**src/rtl/rvc_mem_arb_5pl_if.sv**
```systemverilog
// Bus bundle for the 5-stage core's shared memory port arbiter.
// Groups three channels:
//   Core : memory-stage request (CoreReqQ103H/CoreWrEn/CoreAddr/CoreWrData/CoreByteEn),
//          stall and read-return flag (CoreStall/CoreRdValidQ104H)
//   Host : valid/ready request channel, read return, and core-hold handshake
//   Mem  : single synchronous memory port (read data one cycle after MemRdEn)
// Modports: slave = the arbiter's view, master = the requesters/memory view.
interface rvc_mem_arb_5pl_if;
    // Core channel
    logic        CoreReqQ103H;
    logic        CoreWrEn;
    logic [31:0] CoreAddr;
    logic [31:0] CoreWrData;
    logic [3:0]  CoreByteEn;
    logic        CoreStall;
    logic        CoreRdValidQ104H;
    // Host channel
    logic        HostReqValid;
    logic        HostReqReady;
    logic        HostWrEn;
    logic [31:0] HostAddr;
    logic [31:0] HostWrData;
    logic [3:0]  HostByteEn;
    logic        HostRdValid;
    logic [31:0] HostRdData;
    logic        HostHoldCore;
    logic        CoreHoldAck;
    // Memory port
    logic [31:0] MemAddr;
    logic [31:0] MemWrData;
    logic [3:0]  MemByteEn;
    logic        MemWrEn;
    logic        MemRdEn;
    logic [31:0] MemRdData;

    modport slave (
        input  CoreReqQ103H, CoreWrEn, CoreAddr, CoreWrData, CoreByteEn,
        output CoreStall, CoreRdValidQ104H,
        input  HostReqValid, HostWrEn, HostAddr, HostWrData, HostByteEn, HostHoldCore,
        output HostReqReady, HostRdValid, HostRdData, CoreHoldAck,
        output MemAddr, MemWrData, MemByteEn, MemWrEn, MemRdEn,
        input  MemRdData
    );

    modport master (
        output CoreReqQ103H, CoreWrEn, CoreAddr, CoreWrData, CoreByteEn,
        input  CoreStall, CoreRdValidQ104H,
        output HostReqValid, HostWrEn, HostAddr, HostWrData, HostByteEn, HostHoldCore,
        input  HostReqReady, HostRdValid, HostRdData, CoreHoldAck,
        input  MemAddr, MemWrData, MemByteEn, MemWrEn, MemRdEn,
        output MemRdData
    );
endinterface

```
**src/rtl/rvc_mem_arb_5pl.sv**
```systemverilog
// Arbiter/sequencer for the single shared memory port of the 5-stage core.
// Shares the port between the core memory stage and a host (loader/debug)
// port, with starvation-bounded fairness, a core-hold mode for program
// loading, and routing of the 1-cycle read data back to its owner.
// Ports:
//   Clock : core clock
//   Rst   : synchronous, active-low reset
//   bus   : rvc_mem_arb_5pl_if.slave (core, host and memory channels)
module rvc_mem_arb_5pl #(
    parameter int unsigned MAX_CORE_WIN = 4,
    parameter int unsigned CNT_W        = 3
) (
    input  logic                 Clock,
    input  logic                 Rst,
    rvc_mem_arb_5pl_if.slave     bus
);

    typedef enum logic [1:0] {
        RUN        = 2'd0,
        HOLD_ENTER = 2'd1,
        HOLD       = 2'd2
    } state_e;

    localparam logic [CNT_W-1:0] MAX_CNT = CNT_W'(MAX_CORE_WIN);

    state_e           state_q, state_d;
    logic [CNT_W-1:0] starve_cnt_q, starve_cnt_d;
    logic             rd_own_core_q, rd_own_core_d;
    logic             rd_own_host_q, rd_own_host_d;

    logic core_gnt, host_gnt, host_rdy, stall, hold_ack;

    always_ff @(posedge Clock) begin
        if (!Rst) begin
            state_q       <= RUN;
            starve_cnt_q  <= '0;
            rd_own_core_q <= 1'b0;
            rd_own_host_q <= 1'b0;
        end else begin
            state_q       <= state_d;
            starve_cnt_q  <= starve_cnt_d;
            rd_own_core_q <= rd_own_core_d;
            rd_own_host_q <= rd_own_host_d;
        end
    end

    always_comb begin
        state_d  = state_q;
        core_gnt = 1'b0;
        host_gnt = 1'b0;
        host_rdy = 1'b0;
        stall    = 1'b0;
        hold_ack = 1'b0;
        unique case (state_q)
            RUN: begin
                // Host wins when alone, or when the core has used up its window.
                if (bus.HostReqValid && (!bus.CoreReqQ103H || starve_cnt_q == MAX_CNT)) begin
                    host_gnt = 1'b1;
                    host_rdy = 1'b1;
                    stall    = bus.CoreReqQ103H;
                end else if (bus.CoreReqQ103H) begin
                    core_gnt = 1'b1;
                end
                // The op granted in this cycle still completes before entering hold.
                if (bus.HostHoldCore) state_d = HOLD_ENTER;
            end
            HOLD_ENTER: begin
                stall   = 1'b1;
                state_d = bus.HostHoldCore ? HOLD : RUN;
            end
            HOLD: begin
                stall    = 1'b1;
                hold_ack = 1'b1;
                host_rdy = 1'b1;
                host_gnt = bus.HostReqValid;
                if (!bus.HostHoldCore) state_d = RUN;
            end
            default: state_d = RUN;
        endcase
        // No memory traffic is issued while reset is asserted.
        if (!Rst) begin
            core_gnt = 1'b0;
            host_gnt = 1'b0;
            host_rdy = 1'b0;
        end
    end

    always_comb begin
        if (!bus.HostReqValid || host_gnt) starve_cnt_d = '0;
        else if (core_gnt)                 starve_cnt_d = starve_cnt_q + 1'b1;
        else                               starve_cnt_d = starve_cnt_q;
    end

    always_comb begin
        bus.MemAddr   = '0;
        bus.MemWrData = '0;
        bus.MemByteEn = '0;
        bus.MemWrEn   = 1'b0;
        bus.MemRdEn   = 1'b0;
        if (core_gnt) begin
            bus.MemAddr   = bus.CoreAddr;
            bus.MemWrData = bus.CoreWrData;
            bus.MemByteEn = bus.CoreByteEn;
            bus.MemWrEn   = bus.CoreWrEn;
            bus.MemRdEn   = !bus.CoreWrEn;
        end else if (host_gnt) begin
            bus.MemAddr   = bus.HostAddr;
            bus.MemWrData = bus.HostWrData;
            bus.MemByteEn = bus.HostByteEn;
            bus.MemWrEn   = bus.HostWrEn;
            bus.MemRdEn   = !bus.HostWrEn;
        end
    end

    assign rd_own_core_d = core_gnt && !bus.CoreWrEn;
    assign rd_own_host_d = host_gnt && !bus.HostWrEn;

    // Read returns are masked during reset so an in-flight response is dropped.
    assign bus.CoreRdValidQ104H = rd_own_core_q && Rst;
    assign bus.HostRdValid      = rd_own_host_q && Rst;
    assign bus.HostRdData       = bus.HostRdValid ? bus.MemRdData : '0;
    assign bus.HostReqReady     = host_rdy;
    assign bus.CoreStall        = stall;
    assign bus.CoreHoldAck      = hold_ack;

endmodule
```
**src/flat_wrapper.sv**
```systemverilog
// flat-port wrapper written by rule: the top's interface ports become plain ports
module rvc_mem_arb_5pl_flat 
#(
    parameter int unsigned MAX_CORE_WIN = 4,
    parameter int unsigned CNT_W        = 3
)
  (Clock, Rst, bus_CoreReqQ103H, bus_CoreWrEn, bus_CoreAddr, bus_CoreWrData, bus_CoreByteEn, bus_CoreStall, bus_CoreRdValidQ104H, bus_HostReqValid, bus_HostWrEn, bus_HostAddr, bus_HostWrData, bus_HostByteEn, bus_HostHoldCore, bus_HostReqReady, bus_HostRdValid, bus_HostRdData, bus_CoreHoldAck, bus_MemAddr, bus_MemWrData, bus_MemByteEn, bus_MemWrEn, bus_MemRdEn, bus_MemRdData);
  rvc_mem_arb_5pl_if bus_i ();
  input  logic Clock;
  input  logic Rst;
  input wire logic [$bits(bus_i.CoreReqQ103H)-1:0] bus_CoreReqQ103H;
  input wire logic [$bits(bus_i.CoreWrEn)-1:0] bus_CoreWrEn;
  input wire logic [$bits(bus_i.CoreAddr)-1:0] bus_CoreAddr;
  input wire logic [$bits(bus_i.CoreWrData)-1:0] bus_CoreWrData;
  input wire logic [$bits(bus_i.CoreByteEn)-1:0] bus_CoreByteEn;
  output wire logic [$bits(bus_i.CoreStall)-1:0] bus_CoreStall;
  output wire logic [$bits(bus_i.CoreRdValidQ104H)-1:0] bus_CoreRdValidQ104H;
  input wire logic [$bits(bus_i.HostReqValid)-1:0] bus_HostReqValid;
  input wire logic [$bits(bus_i.HostWrEn)-1:0] bus_HostWrEn;
  input wire logic [$bits(bus_i.HostAddr)-1:0] bus_HostAddr;
  input wire logic [$bits(bus_i.HostWrData)-1:0] bus_HostWrData;
  input wire logic [$bits(bus_i.HostByteEn)-1:0] bus_HostByteEn;
  input wire logic [$bits(bus_i.HostHoldCore)-1:0] bus_HostHoldCore;
  output wire logic [$bits(bus_i.HostReqReady)-1:0] bus_HostReqReady;
  output wire logic [$bits(bus_i.HostRdValid)-1:0] bus_HostRdValid;
  output wire logic [$bits(bus_i.HostRdData)-1:0] bus_HostRdData;
  output wire logic [$bits(bus_i.CoreHoldAck)-1:0] bus_CoreHoldAck;
  output wire logic [$bits(bus_i.MemAddr)-1:0] bus_MemAddr;
  output wire logic [$bits(bus_i.MemWrData)-1:0] bus_MemWrData;
  output wire logic [$bits(bus_i.MemByteEn)-1:0] bus_MemByteEn;
  output wire logic [$bits(bus_i.MemWrEn)-1:0] bus_MemWrEn;
  output wire logic [$bits(bus_i.MemRdEn)-1:0] bus_MemRdEn;
  input wire logic [$bits(bus_i.MemRdData)-1:0] bus_MemRdData;
  assign bus_i.CoreReqQ103H = bus_CoreReqQ103H;
  assign bus_i.CoreWrEn = bus_CoreWrEn;
  assign bus_i.CoreAddr = bus_CoreAddr;
  assign bus_i.CoreWrData = bus_CoreWrData;
  assign bus_i.CoreByteEn = bus_CoreByteEn;
  assign bus_CoreStall = bus_i.CoreStall;
  assign bus_CoreRdValidQ104H = bus_i.CoreRdValidQ104H;
  assign bus_i.HostReqValid = bus_HostReqValid;
  assign bus_i.HostWrEn = bus_HostWrEn;
  assign bus_i.HostAddr = bus_HostAddr;
  assign bus_i.HostWrData = bus_HostWrData;
  assign bus_i.HostByteEn = bus_HostByteEn;
  assign bus_i.HostHoldCore = bus_HostHoldCore;
  assign bus_HostReqReady = bus_i.HostReqReady;
  assign bus_HostRdValid = bus_i.HostRdValid;
  assign bus_HostRdData = bus_i.HostRdData;
  assign bus_CoreHoldAck = bus_i.CoreHoldAck;
  assign bus_MemAddr = bus_i.MemAddr;
  assign bus_MemWrData = bus_i.MemWrData;
  assign bus_MemByteEn = bus_i.MemByteEn;
  assign bus_MemWrEn = bus_i.MemWrEn;
  assign bus_MemRdEn = bus_i.MemRdEn;
  assign bus_i.MemRdData = bus_MemRdData;
  rvc_mem_arb_5pl #(.MAX_CORE_WIN(MAX_CORE_WIN), .CNT_W(CNT_W)) u_core (.Clock(Clock), .Rst(Rst), .bus(bus_i));
endmodule
```
**config.mk**
```make
export PLATFORM = sky130hd
export DESIGN_NAME = rvc_mem_arb_5pl_flat
export DESIGN_NICKNAME = d
export VERILOG_FILES = /design/src/rtl/rvc_mem_arb_5pl_if.sv /design/src/rtl/rvc_mem_arb_5pl.sv /design/src/flat_wrapper.sv
export SDC_FILE = /design/constraint.sdc
export NUM_CORES = 1
export LEC_CHECK = 0
export BUFFER_PORTS_ARGS = -buffer_cell sky130_fd_sc_hd__buf_2
export CORE_AREA = 2 2 110 112
export CTS_CLUSTER_SIZE = 20
export DETAILED_ROUTE_END_ITERATION = 12
export DIE_AREA = 0 0 112 114
export SLEW_MARGIN = 30
export SYNTH_ARGS = -nofsm -noshare
export SYNTH_HDL_FRONTEND = slang
export SYNTH_SLANG_ARGS = --single-unit
```
**constraint.sdc**
```tcl
create_clock -name Clock -period 1.8 [get_ports Clock]
set_clock_uncertainty 0.15 [all_clocks]
set_input_delay 0.36 -clock Clock [delete_from_list [all_inputs] [get_ports Clock]]
set_output_delay 0.36 -clock Clock [all_outputs]
set_load 0.05 [all_outputs]
```
==> results_dict.tcl, run 1 <==
set metrics [dict create \
    status "complete, but fails checks" \
    violations "negative setup slack" \
    path_class "flop to output port" \
    slowest_delay_ns 0.37 \
    clock_path_buffers 2 \
    wire_per_inst_um 15.0 \
    dp_hpwl_um 9100 \
    area_growth_syn_to_layout_pct 145 \
    cts_sinks 7 \
    max_freq_ghz 0.418 \
    synth_edf_count 0 \
    cp_top_family "buffers and inverters" \
    holdCritPathClass "primary input to flop" \
    numCtsBuffers 3 \
    crit_buf_inv 5 \
    overflow 0 \
    hold_depth 2 \
    gp_congestion 0.856 \
    ir_worst_vdd_uv 359 \
    vias_per_cell 4.59 \
    min_to "u_core.rd_own_host_q" \
    drt-initial-drc-count 230 \
    num_vias 3655 \
    hold_start "bus_HostWrEn" \
    pin_count 282 \
    reg2reg_depth 7 \
    finalInstanceArea_um2 6020 \
    synth_area_per_cell_um2 7.39 \
    ant_nets 0 \
    nets 831 \
    start_kind "flop" \
    port_buffers 281 \
    ys.flop_type "dfxtp_1" \
    setup_viol 91 \
    yosysUniqueCellTypes 30 \
    final.period_utilization_pct 133 \
    hold_ws_ns 0.202 \
    synth_area_um2 2450 \
    timing.rr.end "u_core.starve_cnt_q[1]" \
    worstMarginPinSlew_ns 0.320 \
    path_clk_slew_ns 0.03 \
    crit_path_top_delay_cell "dfxtp_4" \
    cp_max_fo 8 \
    grt_usage_pct 17.0 \
    grt_pass1_wl_um 18000 \
    dieArea_um2 12800 \
    final_util_pct 51.4 \
    drt-total-wl_um 11900 \
    yosysWarnings 0 \
    drv_cap 0 \
    drive_above_1_share_pct 70.7 \
    cts_tree "built" \
    relSlewSlack_pct 78.7 \
    drc 0 \
    core_area_um2 11700 \
    timing.final.ws_setup_ns -0.590 \
    netlist_instances 332 \
    cp-end-kind "output port" \
    synth_fp_nets 514 \
    rsz0062_at_grt "yes" \
    postPlaceCellArea_um2 5030 \
    r2r_setup_slack_ns 0.15 \
    cts_root_buf "clkbuf_16" \
    start_util_pct 20.9 \
    leakage_nw 3.08 \
    antenna_found_initial 1 \
    synth-async-reset-ratio_pct 0 \
    rows 40 \
    cp.required_ns 1.29 \
    ys_seq_area_share_pct 5.71 \
    timing.rr.start "u_core.state_q[1]" \
    period_needed_ns 2.39 \
    first_global_vias 3752 \
    hold_viol 0 \
    slew_viol_final 0 \
    arrival_ns 1.88 \
    path_cells "inv_4 > ha_4 > buf_4 > nand3_2 > nor2_4 > buf_12 > buf_16 > o31ai_4 > buf_6" \
    htreeDepth 1 \
    worstSkewPairLatency_ns 0.23 \
    grt_max_degree 44 \
    die_w_um 112 \
    synth-seq-cells 7 \
    dieHeight_um 114 \
    dr.pass1.iters 4 \
    power_density_nw_per_um2 472 \
]
state kept, by name (all words and copies together), names as in the netlist:
signal	flops
u_core.rd_own_core_q	1
u_core.rd_own_host_q	1
u_core.starve_cnt_q	3
u_core.state_q	2
cell type report:
cell class | count | area [um2]
multi-input cells | 213 | 2520
clock buffers | 4 | 78.8
diodes | 1 | 2.50
inverters | 75 | 287
fillers | 1055 | 5690
repair buffers | 349 | 2800
flip-flops and latches | 7 | 148
well taps | 147 | 184
how the worst max path moves through the flow:
stage / depth (start not counted) / startpoint / slack, ns / end
2_1_floorplan: 7 / u_core.state_q[0] / -0.48 / bus_MemAddr[0]
4_1_cts: 8 / u_core.state_q[1] / -0.61 / bus_MemRdEn
3_3_place_gp: 7 / u_core.starve_cnt_q[0] / -0.47 / bus_MemAddr[3]
3_5_place_dp: 8 / u_core.state_q[1] / -0.51 / bus_MemAddr[29]
5_1_grt: 8 / u_core.state_q[1] / -0.65 / bus_MemWrData[27]
6_report: 9 / u_core.state_q[1] / -0.59 / bus_MemAddr[29]
where the power goes:
part           leakage (nW)  total (W)  switching (W)  internal, W
clock                0.0382   0.000371      0.0000768     0.000294
sequential           0.0590   0.000176     0.00000912     0.000167
combinational          2.99    0.00229        0.00131     0.000979
total                  3.08    0.00284        0.00140      0.00144
cell usage in the layout, fill, tap and decap left out, types with 2 or more instances in the layout:
master     instances
buf_6             83
and3_4             3
buf_4             28
buf_2            209
dfxtp_1            3
inv_2              2
dfxtp_2            3
and3_1            32
nand3_4            4
ha_4               3
inv_4              2
clkbuf_16          6
o31ai_4           70
and2_1             3
o21ai_0            3
buf_16             2
a21oi_1            3
mux2i_1            2
inv_1             71
nand3_1           61
nand3_2            8
ha_1               4
buf_12            23
through the flow:
step / total power (W) / TNS [ns] / worst slack, ns / std cells
floorplan: 0.00148 / -30.35 / -0.482 / 332
global placement: 0.00205 / -30.23 / -0.470 / 773
detailed placement: 0.00208 / -33.82 / -0.514 / 773
CTS: 0.00277 / -38.97 / -0.609 / 785
global route: 0.00299 / -46.49 / -0.655 / 795
finish: 0.00284 / -38.97 / -0.590 / 796
cells by family after synthesis:
logic type | Yosys count | share of synthesized area [%]
AO/OA/AOI/OAI | 83 | 41.6
adder cells (fa/ha/maj) | 7 | 3.57
buffers and inverters | 112 | 21.3
flip-flops | 7 | 5.71
AND/OR/NAND/NOR | 121 | 27.0
multiplexers | 2 | 0.816
synth_stat cells (2+ instances only):
master    number  share of area [%]
a21oi_1        3               0.61
and2_1         4                1.0
and3_1        34                8.7
buf_2          7                1.4
buf_4          7                2.1
buf_6          9                4.1
clkbuf_1      14                2.1
dfxtp_1        7                5.7
ha_1           7                3.6
inv_1         75                 11
mux2i_1        2               0.82
nand2_1        2               0.31
nand3_1       73                 15
nor2_1         2               0.31
o21ai_0        4               0.82
o31ai_2       61                 31
o31ai_4        8                6.9
what timing repair did:
action,4_1_cts,5_1_grt
setup endpoints to repair,75,106
hold buffers,0,0
cloned,1,5
resized for setup,181,21
setup buffers,7,7
pin swaps,8,6
hold endpoints to repair,0,0
layer usage:
metal	vias to the layer above	track usage, %	wire [um]
li1	1805	-	-
met1	1692	19.1	4310
met5	-	0	0
met4	0	1.30	27
met2	154	33.3	6670
met3	4	4.89	923
Note: power is estimated with default switching activity, not from simulation.
==> run 2: changes to the inputs <==
clock period = 3.05 ns   (was 1.8 ns; I/O delays follow)
==> run 2 against run 1 <==
Against the previous run: the run now ends clean; final cell count fell by 7.3%; non-clock buffer count fell by 57; global-route usage fell by 3.9 points; register-to-register slack improved by 1.1 ns; clock power fell by 40%; die area did not move; count of clock-buffer cells in the layout did not move; sequential cell count did not move; critical path type unchanged; critical endpoint is now bus_MemWrData[10].
==> results_dict.tcl, run 2 (synthesized netlist as in run 1, its figures left out) <==
set metrics [dict create \
    status "finished clean" \
    crit_end "bus_MemWrData[10]" \
    hold_ws_ns 0.339 \
    cp_top_family "buffers and inverters" \
    start_util_pct 20.9 \
    timing.rr.start "u_core.state_q[0]" \
    fillCellCount 1278 \
    drt-total-wl_um 9510 \
    start_kind "flop" \
    worstSkewPairLatency_ns 0.23 \
    ant_nets 0 \
    multi_input_area_um2 1810 \
    slew_viol_final 0 \
    ctsHoldBuffers 0 \
    wl_met2_um 4510 \
    dp_cells 734 \
    regArea_um2 140 \
    cp-startpoint "u_core.state_q[0]" \
    top_layer_used "met4" \
    antenna_found_initial 0 \
    cts_sinks 7 \
    hold_viol 0 \
    rows 40 \
    slowest_delay_ns 0.33 \
    largest_reg_flops 3 \
    grt_pass1_wl_um 14200 \
    dp_hpwl_um 7550 \
    finalPower_w 0.00120 \
    die_w_um 112 \
    cp.depth 7 \
    numCtsBuffers 3 \
    path_cells "inv_1 > ha_1 > o211ai_1 > a21o_4 > buf_12 > o31ai_2 > buf_2" \
    leakage_nw 2.52 \
    dr.pass1.iters 4 \
    path_clk_slew_ns 0.04 \
    grt_max_degree 48 \
    setup_viol 0 \
    crit_buf_inv 3 \
    crit_path_top_delay_cell "dfxtp_1" \
    cts_root_buf "clkbuf_16" \
    wl_met1_um 4340 \
    cp_max_fo 47 \
    final.period_utilization_pct 96.2 \
    gp_congestion 0.779 \
    post_cts_buffers 0 \
    holdCritPathClass "flop to flop" \
    dieHeight_um 114 \
    drive_above_1_share_pct 62.8 \
    cp.required_ns 2.29 \
    worstMarginPinSlew_ns 0.802 \
    reg_top3 "u_core.starve_cnt_q x3, u_core.state_q x2" \
    final_common_cell "buf_2" \
    num_vias 3313 \
    power_density_nw_per_um2 296 \
    drv_cap 0 \
    overflow 0 \
    grt_usage_pct 13.1 \
    relSlewSlack_pct 46.5 \
    area_growth_syn_to_layout_pct 64.9 \
    max_freq_ghz 0.341 \
    pin_count 282 \
    mostFrequentLayoutCells "buf_2 (281), inv_1 (75), nand3_1 (72)" \
    path_class "flop to output port" \
    wire_per_inst_um 12.9 \
    post_layout_nonfiller_instances 738 \
    cts_tree "built" \
    first_global_vias 2847 \
    timing.rr.end "u_core.starve_cnt_q[0]" \
    regMostFlops "u_core.starve_cnt_q" \
    port_buffers 281 \
    reg2reg_depth 6 \
    htreeDepth 1 \
    vias_per_cell 4.49 \
    diodes 0 \
    core_area_um2 11700 \
    clock_path_buffers 2 \
    arrival_ns 2.17 \
    drt-initial-drc-count 214 \
    cp-end-kind "output port" \
    wl_met3_um 578 \
    nets 774 \
    r2r_setup_slack_ns 1.27 \
    cts-resized-gates 0 \
    rsz0062_at_grt "no" \
    drc 0 \
    setup_tns_ns 0 \
    period_needed_ns 2.93 \
    ir_worst_vdd_uv 334 \
    dieArea_um2 12800 \
]
==> run 2: cell type report <==
class | instances | area share (%)
clock buffers | 4 | 1.95
well taps | 147 | 4.55
flip-flops and latches | 7 | 3.47
inverters | 75 | 6.96
multi-input cells | 213 | 44.7
repair buffers | 292 | 38.4
==> run 2: worst min-delay path: cells and delay by family, from the launching register on <==
family             cells  cell delay, ns
AOI/OAI and AO/OA      2            0.13
DFF                    1            0.31
==> run 2: worst min path at each step <==
stage | startpoint | to | depth (start not counted)
after CTS | u_core.starve_cnt_q[0] | u_core.starve_cnt_q[0] | 2
after floorplan | u_core.starve_cnt_q[0] | u_core.starve_cnt_q[0] | 2
final | u_core.starve_cnt_q[0] | u_core.starve_cnt_q[0] | 2
after detailed placement | u_core.starve_cnt_q[0] | u_core.starve_cnt_q[0] | 2
after global placement | u_core.starve_cnt_q[0] | u_core.starve_cnt_q[0] | 2
after global routing | u_core.starve_cnt_q[1] | u_core.starve_cnt_q[1] | 2
==> run 2: metal layers <==
| metal | GRT usage [%] | up-vias |
|---|---|---|
| li1 | - | 1676 |
| met1 | 18.8 | 1476 |
| met2 | 21.7 | 150 |
| met3 | 1.54 | 11 |
| met4 | 1.95 | 0 |
| met5 | 0 | - |
==> run 2: where the power goes <==
| group | internal, W | total [W] | switching (W) |
|---|---|---|---|
| clock | 0.000174 | 0.000224 | 0.0000502 |
| combinational | 0.000263 | 0.000867 | 0.000603 |
| sequential | 0.0000978 | 0.000105 | 0.00000764 |
| total | 0.000535 | 0.00120 | 0.000661 |
==> run 2: per-stage QoR <==
step	instance area [um2]	utilization, %	setup WS (ns)
global route	4040	34.5	0.0245
CTS	4040	34.5	0.130
floorplan	2460	-	0.00838
finish	4040	34.5	0.117
detailed placement	3970	33.9	0.348
global placement	3970	33.9	0.352
